==> config.mk <==
export PLATFORM = sky130hd
export DESIGN_NAME = matmul_engine
export DESIGN_NICKNAME = d
export VERILOG_FILES = /design/src/rtl/matmul_engine.sv
export SDC_FILE = /design/constraint.sdc
export NUM_CORES = 1
export LEC_CHECK = 0
export CAP_MARGIN = 30
export CELL_PAD_IN_SITES_DETAIL_PLACEMENT = 0
export CELL_PAD_IN_SITES_GLOBAL_PLACEMENT = 2
export CORE_MARGIN = 1.5
export CORE_UTILIZATION = 35
export CTS_CLUSTER_DIAMETER = 80
export CTS_CLUSTER_SIZE = 12
export DETAILED_ROUTE_END_ITERATION = 8
export PLACE_DENSITY_LB_ADDON = 0.1
export SYNTH_ARGS = -nofsm -noshare
export SYNTH_HDL_FRONTEND = slang
export SYNTH_SLANG_ARGS = --single-unit
export TNS_END_PERCENT = 30
==> constraint.sdc <==
create_clock -name clk -period 14.4 [get_ports clk]
set_input_delay 2.16 -clock clk [delete_from_list [all_inputs] [get_ports clk]]
set_output_delay 2.16 -clock clk [all_outputs]
set_load 0.005 [all_outputs]
==> src/rtl/matmul_engine.sv <==
// Sequential N x N matrix multiplier: one multiply-accumulate per cycle against
// external single-cycle-latency A/B/C memories, with optional C accumulation.
module matmul_engine #(
  parameter int DW     = 8,
  parameter int N      = 64,
  parameter int SIGNED = 0,
  localparam int KW    = $clog2(N),
  localparam int AW    = 2 * KW,
  localparam int CW    = 2 * DW + KW
) (
  input  logic          clk,
  input  logic          rst,
  input  logic          start,
  input  logic          accum,
  input  logic          abort,
  output logic          busy,
  output logic          done,
  output logic [AW-1:0] a_addr,
  input  logic [DW-1:0] a_rdata,
  output logic [AW-1:0] b_addr,
  input  logic [DW-1:0] b_rdata,
  output logic [AW-1:0] c_raddr,
  input  logic [CW-1:0] c_rdata,
  output logic [AW-1:0] c_waddr,
  output logic [CW-1:0] c_wdata,
  output logic          c_we
);

  typedef enum logic [2:0] {IDLE, RUN, LAST, WRITE, DONE} state_t;

  localparam logic [KW-1:0] LAST_IDX = KW'(N - 1);

  state_t          state;
  logic [KW-1:0]   i, j, k;
  logic [CW-1:0]   acc;
  logic            accum_lat;
  logic            mac_en, mac_first;
  logic            we_q;

  logic [2*DW-1:0] a_ext, b_ext, prod;
  logic [CW-1:0]   prod_ext, seed, sum;
  logic [KW-1:0]   k_inc, j_inc, i_next;

  // Operands are widened to 2*DW before multiplying, so the truncated
  // product is the exact signed or unsigned result.
  assign a_ext    = (SIGNED != 0) ? {{DW{a_rdata[DW-1]}}, a_rdata} : {{DW{1'b0}}, a_rdata};
  assign b_ext    = (SIGNED != 0) ? {{DW{b_rdata[DW-1]}}, b_rdata} : {{DW{1'b0}}, b_rdata};
  assign prod     = a_ext * b_ext;
  assign prod_ext = (SIGNED != 0) ? {{KW{prod[2*DW-1]}}, prod} : {{KW{1'b0}}, prod};
  assign seed     = accum_lat ? c_rdata : '0;
  assign sum      = (mac_first ? seed : acc) + prod_ext;

  assign k_inc  = k + 1'b1;
  assign j_inc  = j + 1'b1;
  assign i_next = (j == LAST_IDX) ? i + 1'b1 : i;

  // The write strobe is gated so an abort or reset landing in WRITE
  // suppresses the pending write in that very cycle.
  assign c_we = we_q & ~abort & ~rst;

  always_ff @(posedge clk) begin
    if (rst) begin
      state     <= IDLE;
      busy      <= 1'b0;
      done      <= 1'b0;
      we_q      <= 1'b0;
      a_addr    <= '0;
      b_addr    <= '0;
      c_raddr   <= '0;
      c_waddr   <= '0;
      c_wdata   <= '0;
      acc       <= '0;
      i         <= '0;
      j         <= '0;
      k         <= '0;
      accum_lat <= 1'b0;
      mac_en    <= 1'b0;
      mac_first <= 1'b0;
    end else if (abort && (state inside {RUN, LAST, WRITE})) begin
      state   <= IDLE;
      busy    <= 1'b0;
      we_q    <= 1'b0;
      a_addr  <= '0;
      b_addr  <= '0;
      c_raddr <= '0;
      c_waddr <= '0;
      c_wdata <= '0;
      mac_en  <= 1'b0;
    end else begin
      mac_en <= 1'b0;
      done   <= 1'b0;
      if (mac_en) acc <= sum;
      case (state)
        IDLE: begin
          if (start && !abort && !done) begin
            state     <= RUN;
            busy      <= 1'b1;
            accum_lat <= accum;
            i         <= '0;
            j         <= '0;
            k         <= '0;
            a_addr    <= '0;
            b_addr    <= '0;
            c_raddr   <= '0;
          end
        end
        RUN: begin
          mac_en    <= 1'b1;
          mac_first <= (k == '0);
          c_raddr   <= '0;
          if (k == LAST_IDX) begin
            state  <= LAST;
            a_addr <= '0;
            b_addr <= '0;
          end else begin
            k      <= k_inc;
            a_addr <= {i, k_inc};
            b_addr <= {k_inc, j};
          end
        end
        LAST: begin
          state   <= WRITE;
          we_q    <= 1'b1;
          c_waddr <= {i, j};
          c_wdata <= sum;
        end
        WRITE: begin
          we_q    <= 1'b0;
          c_waddr <= '0;
          c_wdata <= '0;
          j       <= j_inc;
          i       <= i_next;
          k       <= '0;
          if (i == LAST_IDX && j == LAST_IDX) begin
            state <= DONE;
          end else begin
            state   <= RUN;
            a_addr  <= {i_next, {KW{1'b0}}};
            b_addr  <= {{KW{1'b0}}, j_inc};
            c_raddr <= {i_next, j_inc};
          end
        end
        DONE: begin
          done  <= 1'b1;
          busy  <= 1'b0;
          state <= IDLE;
        end
        default: begin
          state   <= IDLE;
          busy    <= 1'b0;
          we_q    <= 1'b0;
          a_addr  <= '0;
          b_addr  <= '0;
          c_raddr <= '0;
          c_waddr <= '0;
          c_wdata <= '0;
        end
      endcase
    end
  end

endmodule

==> flow_metrics.py, run 1 <==
metrics = {
    "run_status": {
        "status": "finished clean",
    },
    "final_layout": {
        "design_area_um2": 9710,
        "final_common_cell": "clkdlybuf4s50_1",
        "area_growth_pct": 22.7,
        "fill_cells": 2260,
        "final_cell_mix": "114 x clkdlybuf4s50_1, 113 x dfxtp_1, 105 x nand2_1",
        "drive_above_1_share": 0.0608,
        "fin_util": 0.441,
        "antenna_cells": 0,
        "num-nets-final": 1180,
        "final_cells": 1333,
    },
    "clock_network": {
        "numCtsBuffers": 17,
        "clock_latency_ps": 410,
        "ctsResizeCount": 0,
        "holdBufCountCts": 0,
        "cts_setup_buffers": 0,
        "cts_tree": "built",
        "ctsHtreeMaxLevel": 4,
        "clock_path_buffers": 2,
        "clock-sinks": 113,
        "clockRootBuffer": "clkbuf_16",
        "clkTransAtPathRegs_ps": 60,
    },
    "detailed_routing": {
        "vias": 6672,
        "drtIter0Drc": 321,
        "wl_um": 22100,
        "wl_per_cell_um": 16.6,
        "post-route-drc-count": 0,
        "final_antenna_net_count": 0,
        "avgViaCountPerCell": 5.01,
        "drt_first_pass_iters": 4,
    },
    "synth": {
        "synth_fp_nets": 1100,
        "synth_top_family_by_area": "simple AND/OR/NAND/NOR gates",
        "synth_seq_cells": 113,
        "synth_flop_cell": "dfxtp_1",
        "yosys_warnings": 0,
        "synth_cells": 962,
        "synth_seq_area_share": 0.286,
        "synth-xor-area-share": 0.0310,
        "post_synth.cell_area_avg_um2": 8.23,
        "syn_area_um2": 7910,
        "async_flop_share": 0,
        "synthAdderAreaFrac": 0.198,
        "synth_compound_area_frac": 0.176,
        "synthMuxAreaShare": 0.00885,
        "synth-edff-count": 0,
        "synthDistinctLibCells": 73,
        "synthSimpleGateAreaFrac": 0.208,
    },
    "die": {
        "ios": 116,
        "die_w_um": 153,
        "placementRows": 54,
        "coreArea_um2": 22000,
        "start_util": 0.359,
        "die-area_um2": 23500,
        "die_h_um": 153,
    },
    "worst_hold_path": {
        "hold_class": "flip-flop to flip-flop",
    },
    "timing": {
        "slew_viol_final": 0,
        "setup_tns_ps": 0,
        "tightest_slew_ps": 948,
        "rsz0062_at_grt": "false",
        "finalSetupViolations": 0,
        "period_minus_slack_ps": 6790,
        "post-route-period-util": 0.471,
        "worst_slew_margin_rel": 0.365,
        "fin_skew_ps": 9.72,
        "final-hold-violation-count": 0,
        "fmax_mhz": 147,
    },
    "run": {
        "drv_cap": 0,
    },
    "pwr": {
        "clock_power_share": 0.356,
        "switching_power_mw": 0.391,
        "comb_power_share": 0.354,
        "pwr_density_cell_nw_per_um2": 113,
        "swShare": 0.356,
        "p_total_mw": 1.10,
        "ir_drop_mv": 0.0796,
        "seqPwrFrac": 0.291,
        "intPower_mw": 0.708,
        "leakage_nw": 3.87,
    },
    "grt": {
        "grt_max_degree": 57,
        "grt_pass1_wl_um": 36300,
        "track_usage": 0.193,
        "grt.overflow.total": 0,
        "antenna_found_initial": 0,
        "grt_pass1_vias": 6639,
    },
    "placed_design": {
        "numPortBuffers": 115,
        "gp_congestion": 0.799,
        "hpwl_um": 16300,
        "placed_cells": 1303,
        "place_area_um2": 9160,
    },
    "critical_path": {
        "crit_required_ps": 14700,
        "end_kind": "flip-flop",
        "worst-setup-path-type": "primary input to flip-flop",
        "cp_max_fo": 9,
        "critPathArrivalTime_ps": 7080,
        "cp-start-kind": "primary input",
    },
}
==> path summary, 6_finish.rpt <==
check	startpoint	to	slack, ps	cells past startpoint
hold / removal	c_raddr[1]	c_raddr[1]	450	2
hold reg to reg	c_raddr[1]	c_raddr[1]	450	2
setup / recovery	a_rdata[3]	acc[21]	7610	15
setup reg to reg	accum_lat	c_wdata[18]	9230	16
==> final cells by class <==
type,instances,area [µm²],area share
inverters,104,390,0.0402
multi-input cells,682,4940,0.509
well taps,280,350,0.0361
flip-flops and latches,113,2260,0.233
clock inverters,10,88.8,0.00915
repair buffers,124,1210,0.125
clock buffers,20,457,0.0470
==> Yosys cell counts (3+ instances only) <==
| master | number | area [µm²] |
|---|---|---|
| nand4_1 | 6 | 37.5 |
| inv_1 | 104 | 390 |
| o2111ai_1 | 3 | 26.3 |
| o211ai_1 | 6 | 45.0 |
| nor3_1 | 19 | 95.1 |
| ha_1 | 45 | 563 |
| buf_4 | 14 | 105 |
| a211oi_1 | 10 | 75.1 |
| nand2b_1 | 6 | 37.5 |
| nor2_1 | 93 | 349 |
| a221oi_1 | 6 | 52.6 |
| or4_1 | 4 | 30.0 |
| fa_1 | 50 | 1000 |
| buf_6 | 4 | 45.0 |
| or3_1 | 4 | 25.0 |
| a21oi_1 | 78 | 390 |
| nand2_1 | 105 | 394 |
| xnor2_1 | 14 | 123 |
| a21o_1 | 3 | 22.5 |
| mux2i_1 | 7 | 70.1 |
| o31ai_1 | 3 | 22.5 |
| and2_1 | 31 | 194 |
| a22oi_1 | 30 | 225 |
| nor2b_1 | 16 | 100 |
| buf_1 | 5 | 18.8 |
| buf_2 | 14 | 70.1 |
| nor4_1 | 6 | 37.5 |
| and3_1 | 4 | 25.0 |
| a22o_1 | 4 | 35.0 |
| nor3_2 | 4 | 40.0 |
| nand3b_1 | 4 | 30.0 |
| dfxtp_1 | 113 | 2260 |
| o21a_1 | 3 | 22.5 |
| clkbuf_1 | 25 | 93.8 |
| a31oi_1 | 6 | 37.5 |
| o21ai_0 | 36 | 180 |
| xor2_1 | 14 | 123 |
| nand3_1 | 21 | 105 |
==> per-layer routing <==
| metal | track usage | routed length (µm) |
|---|---|---|
| met1 | 0.262 | 10700 |
| met2 | 0.321 | 10400 |
| met3 | 0.0292 | 696 |
| met4 | 0.0490 | 282 |
| met5 | 0 | 0 |
==> logic make-up (layout without fill, tap and decap cells) <==
group,Yosys count,count (layout)
compound gates,213,213
buf+inv,167,258
xor+xnor,28,28
mux,7,7
flops,113,113
fa+ha+maj,95,95
simple gates,339,339
==> power groups by stage <==
| stage | Combinational, mW | Sequential (mW) | Clock, mW |
|---|---|---|---|
| floorplan | 0.295 | 0.325 | 0 |
| global placement | 0.393 | 0.326 | 0 |
| detailed placement | 0.389 | 0.326 | 0 |
| CTS | 0.394 | 0.319 | 0.399 |
| global route | 0.449 | 0.320 | 0.416 |
| finish | 0.389 | 0.320 | 0.391 |
==> through the flow <==
step | hold WS, ps | worst slack (ps)
after floorplan | 432 | 8100
after global placement | 434 | 7240
after detailed placement | 444 | 7220
after CTS | 452 | 7600
after global routing | 470 | 7400
final | 449 | 7610
==> state kept, by name, summed over array words and instances, names as in the netlist, 12 cells and up <==
register / flops
acc: 22
c_wdata: 22
c_raddr: 12
c_waddr: 12
a_addr: 12
==> critical path: stages <==
cell and delay, ps:
clkdlybuf4s50_1 570, and2_1 250, fa_1 520, fa_1 530
fa_1 560, inv_1 60, fa_1 530, inv_1 50
ha_1 400, a21oi_1 310, o211ai_1 230, a211oi_2 350
nor3_2 100, and4_1 200, a311o_1 260
(Power assumes the default switching activity.)
==> run 2, diff against run 1 <==
--- a/config.mk
+++ b/config.mk
@@ -9,7 +9,7 @@
 export CELL_PAD_IN_SITES_DETAIL_PLACEMENT = 0
 export CELL_PAD_IN_SITES_GLOBAL_PLACEMENT = 2
 export CORE_MARGIN = 1.5
-export CORE_UTILIZATION = 35
+export CORE_UTILIZATION = 33
 export CTS_CLUSTER_DIAMETER = 80
 export CTS_CLUSTER_SIZE = 12
 export DETAILED_ROUTE_END_ITERATION = 8
==> constraint.sdc (replaced) <==
create_clock -name clk -period 7 [get_ports clk]
set_input_delay 1.05 -clock clk [delete_from_list [all_inputs] [get_ports clk]]
set_output_delay 1.05 -clock clk [all_outputs]
set_load 0.005 [all_outputs]
==> flow_metrics.py, run 2 (synthesis gave the netlist of run 1 again) <==
metrics = {
    "timing": {
        "worst_slew_margin_rel": 0.316,
        "post-route-period-util": 0.804,
        "fmax_mhz": 178,
        "rsz0062_at_grt": "false",
        "fin_skew_ps": 8.96,
        "tightest_slew_ps": 1020,
        "finalSetupViolations": 0,
        "setup_tns_ps": 0,
        "period_minus_slack_ps": 5630,
        "whs_ps": 448,
        "slew_viol_final": 0,
        "final-hold-violation-count": 0,
    },
    "clock_network": {
        "holdBufCountCts": 0,
        "ctsResizeCount": 0,
        "clock_latency_ps": 420,
        "clockRootBuffer": "clkbuf_16",
        "ctsHtreeMaxLevel": 4,
        "numCtsBuffers": 17,
        "clock-sinks": 113,
        "cts_setup_buffers": 0,
        "cts_tree": "built",
        "clkTransAtPathRegs_ps": 50,
        "clock_path_buffers": 2,
    },
    "pwr": {
        "leakage_nw": 3.91,
        "comb_power_share": 0.344,
        "pwr_density_cell_nw_per_um2": 237,
        "clock_power_share": 0.373,
        "ir_drop_mv": 0.171,
        "swShare": 0.347,
        "seqPwrFrac": 0.283,
        "switching_power_mw": 0.807,
        "intPower_mw": 1.52,
    },
    "die": {
        "die_h_um": 158,
        "ios": 116,
        "die-area_um2": 24900,
        "placementRows": 56,
        "start_util": 0.337,
        "die_w_um": 158,
        "coreArea_um2": 23500,
    },
    "final_layout": {
        "final_common_cell": "clkdlybuf4s50_1",
        "num-nets-final": 1181,
        "final_cell_mix": "114 x clkdlybuf4s50_1, 113 x dfxtp_1, 105 x nand2_1",
        "drive_above_1_share": 0.0626,
        "area_growth_pct": 24.2,
        "reg_top3": "acc x22, c_wdata x22",
        "antenna_cells": 0,
    },
    "critical_path": {
        "reg2reg_setup_slack_ps": 1710,
        "crit_start": "b_rdata[1]",
        "end_kind": "flip-flop",
        "crit_required_ps": 7300,
        "worst-setup-path-type": "primary input to flip-flop",
        "critPathArrivalTime_ps": 5930,
        "cp-start-kind": "primary input",
        "r2r-start": "accum_lat",
        "cp_max_fo": 8,
    },
    "placed_design": {
        "gp_congestion": 0.821,
        "hpwl_um": 16800,
        "numPortBuffers": 115,
    },
    "detailed_routing": {
        "post-route-drc-count": 0,
        "wl_um": 22700,
        "final_antenna_net_count": 0,
        "drtIter0Drc": 270,
        "vias": 6669,
        "wl_per_cell_um": 16.5,
        "drt_first_pass_iters": 4,
        "avgViaCountPerCell": 4.85,
    },
    "grt": {
        "grt.overflow.total": 0,
        "grt_pass1_vias": 6682,
        "track_usage": 0.192,
        "antenna_found_initial": 0,
        "grt_pass1_wl_um": 37000,
        "grt_max_degree": 54,
    },
    "worst_hold_path": {
        "hold_class": "flip-flop to flip-flop",
        "hp-start": "acc[7]",
    },
    "run_status": {
        "status": "finished clean",
    },
    "run": {
        "drv_cap": 0,
    },
}
## run 2: cell types whose count changed in the layout (fill, tap and decap cells not counted)
cell / delta
bufinv_16: +1
clkinv_2: -1
clkbuf_8: +2
clkinvlp_4: -1
buf_16: +1
## run 2: worst paths after layout
| kind | endpoint | depth (start not counted) |
|---|---|---|
| worst min-delay path | acc[7] | 2 |
| worst max register to register | acc[21] | 16 |
| worst min register to register | acc[7] | 2 |
| worst max-delay path | acc[21] | 16 |
## run 2: critical path: stages
cell,delay [ps]
clkdlybuf4s50_1,660
nand2_1,130
fa_1,550
inv_1,50
fa_1,450
ha_1,280
inv_1,50
fa_1,560
inv_1,90
fa_1,490
a211oi_1,420
o211ai_1,210
a211oi_2,370
nor3_2,110
and4_1,200
a311o_1,260
## run 2: per-layer routing
metal	routed length, µm	vias to the layer above	global-route usage	share of wire
met2	10500	102	0.311	0.46
met1	11100	3149	0.261	0.49
li1	-	3397	-	-
met3	755	21	0.0290	0.033
met4	346	0	0.0620	0.015
met5	0	-	0	0
## run 2: cell type report
cell class	instances	area, µm²
Sequential cell	113	2260
Fill cell	2449	13600
Multi-Input combinational cell	682	4940
Clock buffer	22	484
Clock inverter	9	106
Inverter	104	390
Timing Repair Buffer	125	1240
Tap cell	319	399
## run 2: power by group through the flow
stage	clock network, mW	logic, mW	registers, mW
after floorplan	0	0.607	0.669
after CTS	0.890	0.816	0.657
after detailed placement	0	0.805	0.671
final	0.867	0.800	0.657
after global routing	0.917	0.920	0.658
after global placement	0	0.809	0.671
## run 2: through the flow
step / setup slack, ps / cells / utilization / total power, mW / cell area [µm²]
floorplan: 1810 / 962 / - / 1.28 / 7910
global placement: 945 / 1342 / 0.392 / 1.48 / 9210
detailed placement: 908 / 1343 / 0.394 / 1.48 / 9240
CTS: 1350 / 1374 / 0.419 / 2.36 / 9830
global route: 1100 / 1374 / 0.419 / 2.49 / 9830
finish: 1370 / 1374 / 0.419 / 2.32 / 9830
==> run 3, diff against run 2 <==
==> constraint.sdc (replaced) <==
create_clock -name clk -period 5.7 [get_ports clk]
set_input_delay 0.855 -clock clk [delete_from_list [all_inputs] [get_ports clk]]
set_output_delay 0.855 -clock clk [all_outputs]
set_load 0.005 [all_outputs]
==> flow_metrics.py, run 3 (synthesis gave the netlist of run 1 again) <==
metrics = {
    "detailed_routing": {
        "final_antenna_net_count": 0,
        "drtIter0Drc": 298,
        "post-route-drc-count": 0,
        "vias": 6770,
        "wl_um": 22300,
        "avgViaCountPerCell": 4.81,
        "wl_per_cell_um": 15.9,
        "drt_first_pass_iters": 5,
    },
    "timing": {
        "finalSetupViolations": 0,
        "worst_slew_margin_rel": 0.371,
        "final-hold-violation-count": 0,
        "slew_viol_final": 0,
        "fin_skew_ps": 15.2,
        "fmax_mhz": 188,
        "setup_tns_ps": 0,
        "post-route-period-util": 0.933,
        "rsz0062_at_grt": "false",
        "period_minus_slack_ps": 5320,
        "tightest_slew_ps": 940,
    },
    "clock_network": {
        "numCtsBuffers": 17,
        "holdBufCountCts": 0,
        "clock_path_buffers": 2,
        "cts_tree": "built",
        "ctsResizeCount": 0,
        "clock-sinks": 113,
        "ctsHtreeMaxLevel": 4,
        "cts_setup_buffers": 0,
        "clkTransAtPathRegs_ps": 60,
        "clockRootBuffer": "clkbuf_16",
        "clock_latency_ps": 420,
    },
    "grt": {
        "antenna_found_initial": 0,
        "grt_pass1_wl_um": 36700,
        "grt-busiest-layer": "met2",
        "grt_pass1_vias": 6700,
        "track_usage": 0.189,
        "grt_max_degree": 54,
        "grtUsageMet2": 0.313,
        "met3_usage": 0.0328,
        "grt.overflow.total": 0,
        "gr-usage-met1": 0.256,
    },
    "final_layout": {
        "fin_util": 0.431,
        "reg_top3": "acc x22, c_wdata x22",
        "num-nets-final": 1213,
        "final_cell_mix": "114 x clkdlybuf4s50_1, 113 x dfxtp_1, 105 x nand2_1",
        "area_growth_pct": 27.9,
        "final_cells": 1407,
        "final_common_cell": "clkdlybuf4s50_1",
        "antenna_cells": 0,
        "drive_above_1_share": 0.0919,
        "design_area_um2": 10100,
    },
    "pwr": {
        "switching_power_mw": 1.06,
        "leakage_nw": 4.09,
        "clock_power_share": 0.381,
        "p_total_mw": 3.14,
        "seqPwrFrac": 0.257,
        "pwr_density_cell_nw_per_um2": 310,
        "ir_drop_mv": 0.219,
        "intPower_mw": 2.08,
        "comb_power_share": 0.362,
        "swShare": 0.337,
    },
    "run": {
        "drv_cap": 0,
    },
    "critical_path": {
        "cp-start-kind": "primary input",
        "cp_max_fo": 7,
        "critPathSlowestCell": "clkdlybuf4s50_1",
        "end_kind": "flip-flop",
        "worst-setup-path-type": "primary input to flip-flop",
        "critPathArrivalTime_ps": 5620,
        "slowest_delay_ps": 630,
        "crit_top_cell": "fa_1",
        "crit_required_ps": 6000,
        "path_delay_family": "adder cells",
        "critPathBufInv": 4,
        "path_cells": "clkdlybuf4s50_1 > nand2_1 > fa_1 > inv_1 > fa_1 > ha_1 > inv_1 > fa_1 > inv_1 > fa_1 > a211oi_1 > o211ai_1 > a211oi_2 > nor3_2 > and4_1 > a311o_1",
    },
    "die": {
        "die_w_um": 158,
        "ios": 116,
        "start_util": 0.337,
        "die-area_um2": 24900,
        "coreArea_um2": 23500,
        "die_h_um": 158,
        "placementRows": 56,
    },
    "placed_design": {
        "place_area_um2": 9470,
        "hpwl_um": 16500,
        "numPortBuffers": 115,
        "gp_congestion": 0.816,
        "placed_cells": 1375,
    },
    "worst_hold_path": {
        "hold_class": "flip-flop to flip-flop",
    },
    "run_status": {
        "status": "finished clean",
    },
}
run 3: cell type report:
type / count / area [µm²]
Timing Repair Buffer: 157 / 1470
Clock inverter: 15 / 233
Tap cell: 319 / 399
Inverter: 104 / 390
Fill cell: 2406 / 13300
Sequential cell: 113 / 2260
Multi-Input combinational cell: 682 / 4940
Clock buffer: 17 / 425
run 3: power groups by stage:
stage | sequential, mW | combinational, mW | clock, mW
floorplan | 0.821 | 0.746 | 0
global placement | 0.824 | 1.15 | 0
detailed placement | 0.824 | 1.13 | 0
CTS | 0.807 | 1.15 | 1.22
global route | 0.808 | 1.29 | 1.26
finish | 0.807 | 1.14 | 1.19
run 3: path summary, 6_finish.rpt:
| check | cells past startpoint | to | slack (ps) | startpoint |
|---|---|---|---|---|
| max | 16 | acc[21] | 380 | b_rdata[1] |
| min | 2 | acc[1] | 450 | acc[1] |
| max reg2reg | 16 | acc[21] | 530 | accum_lat |
| min reg2reg | 2 | acc[1] | 450 | acc[1] |
run 3: stage by stage:
step                setup WS [ps]  hold slack (ps)
floorplan                     706              432
global placement            -64.4              438
detailed placement          -84.7              443
CTS                           332              451
global route                  112              472
finish                        384              449
run 3: worst min-delay path: cells and delay by family (launching register included):
family	cells	cell delay [ps]
simple gates	1	50
flops	1	300
compound gates	1	50
run 3: metal layers:
layer / vias up / wire, µm
met5: - / 0
met4: 0 / 163
met3: 10 / 738
met2: 99 / 10600
met1: 3187 / 10800
li1: 3474 / -
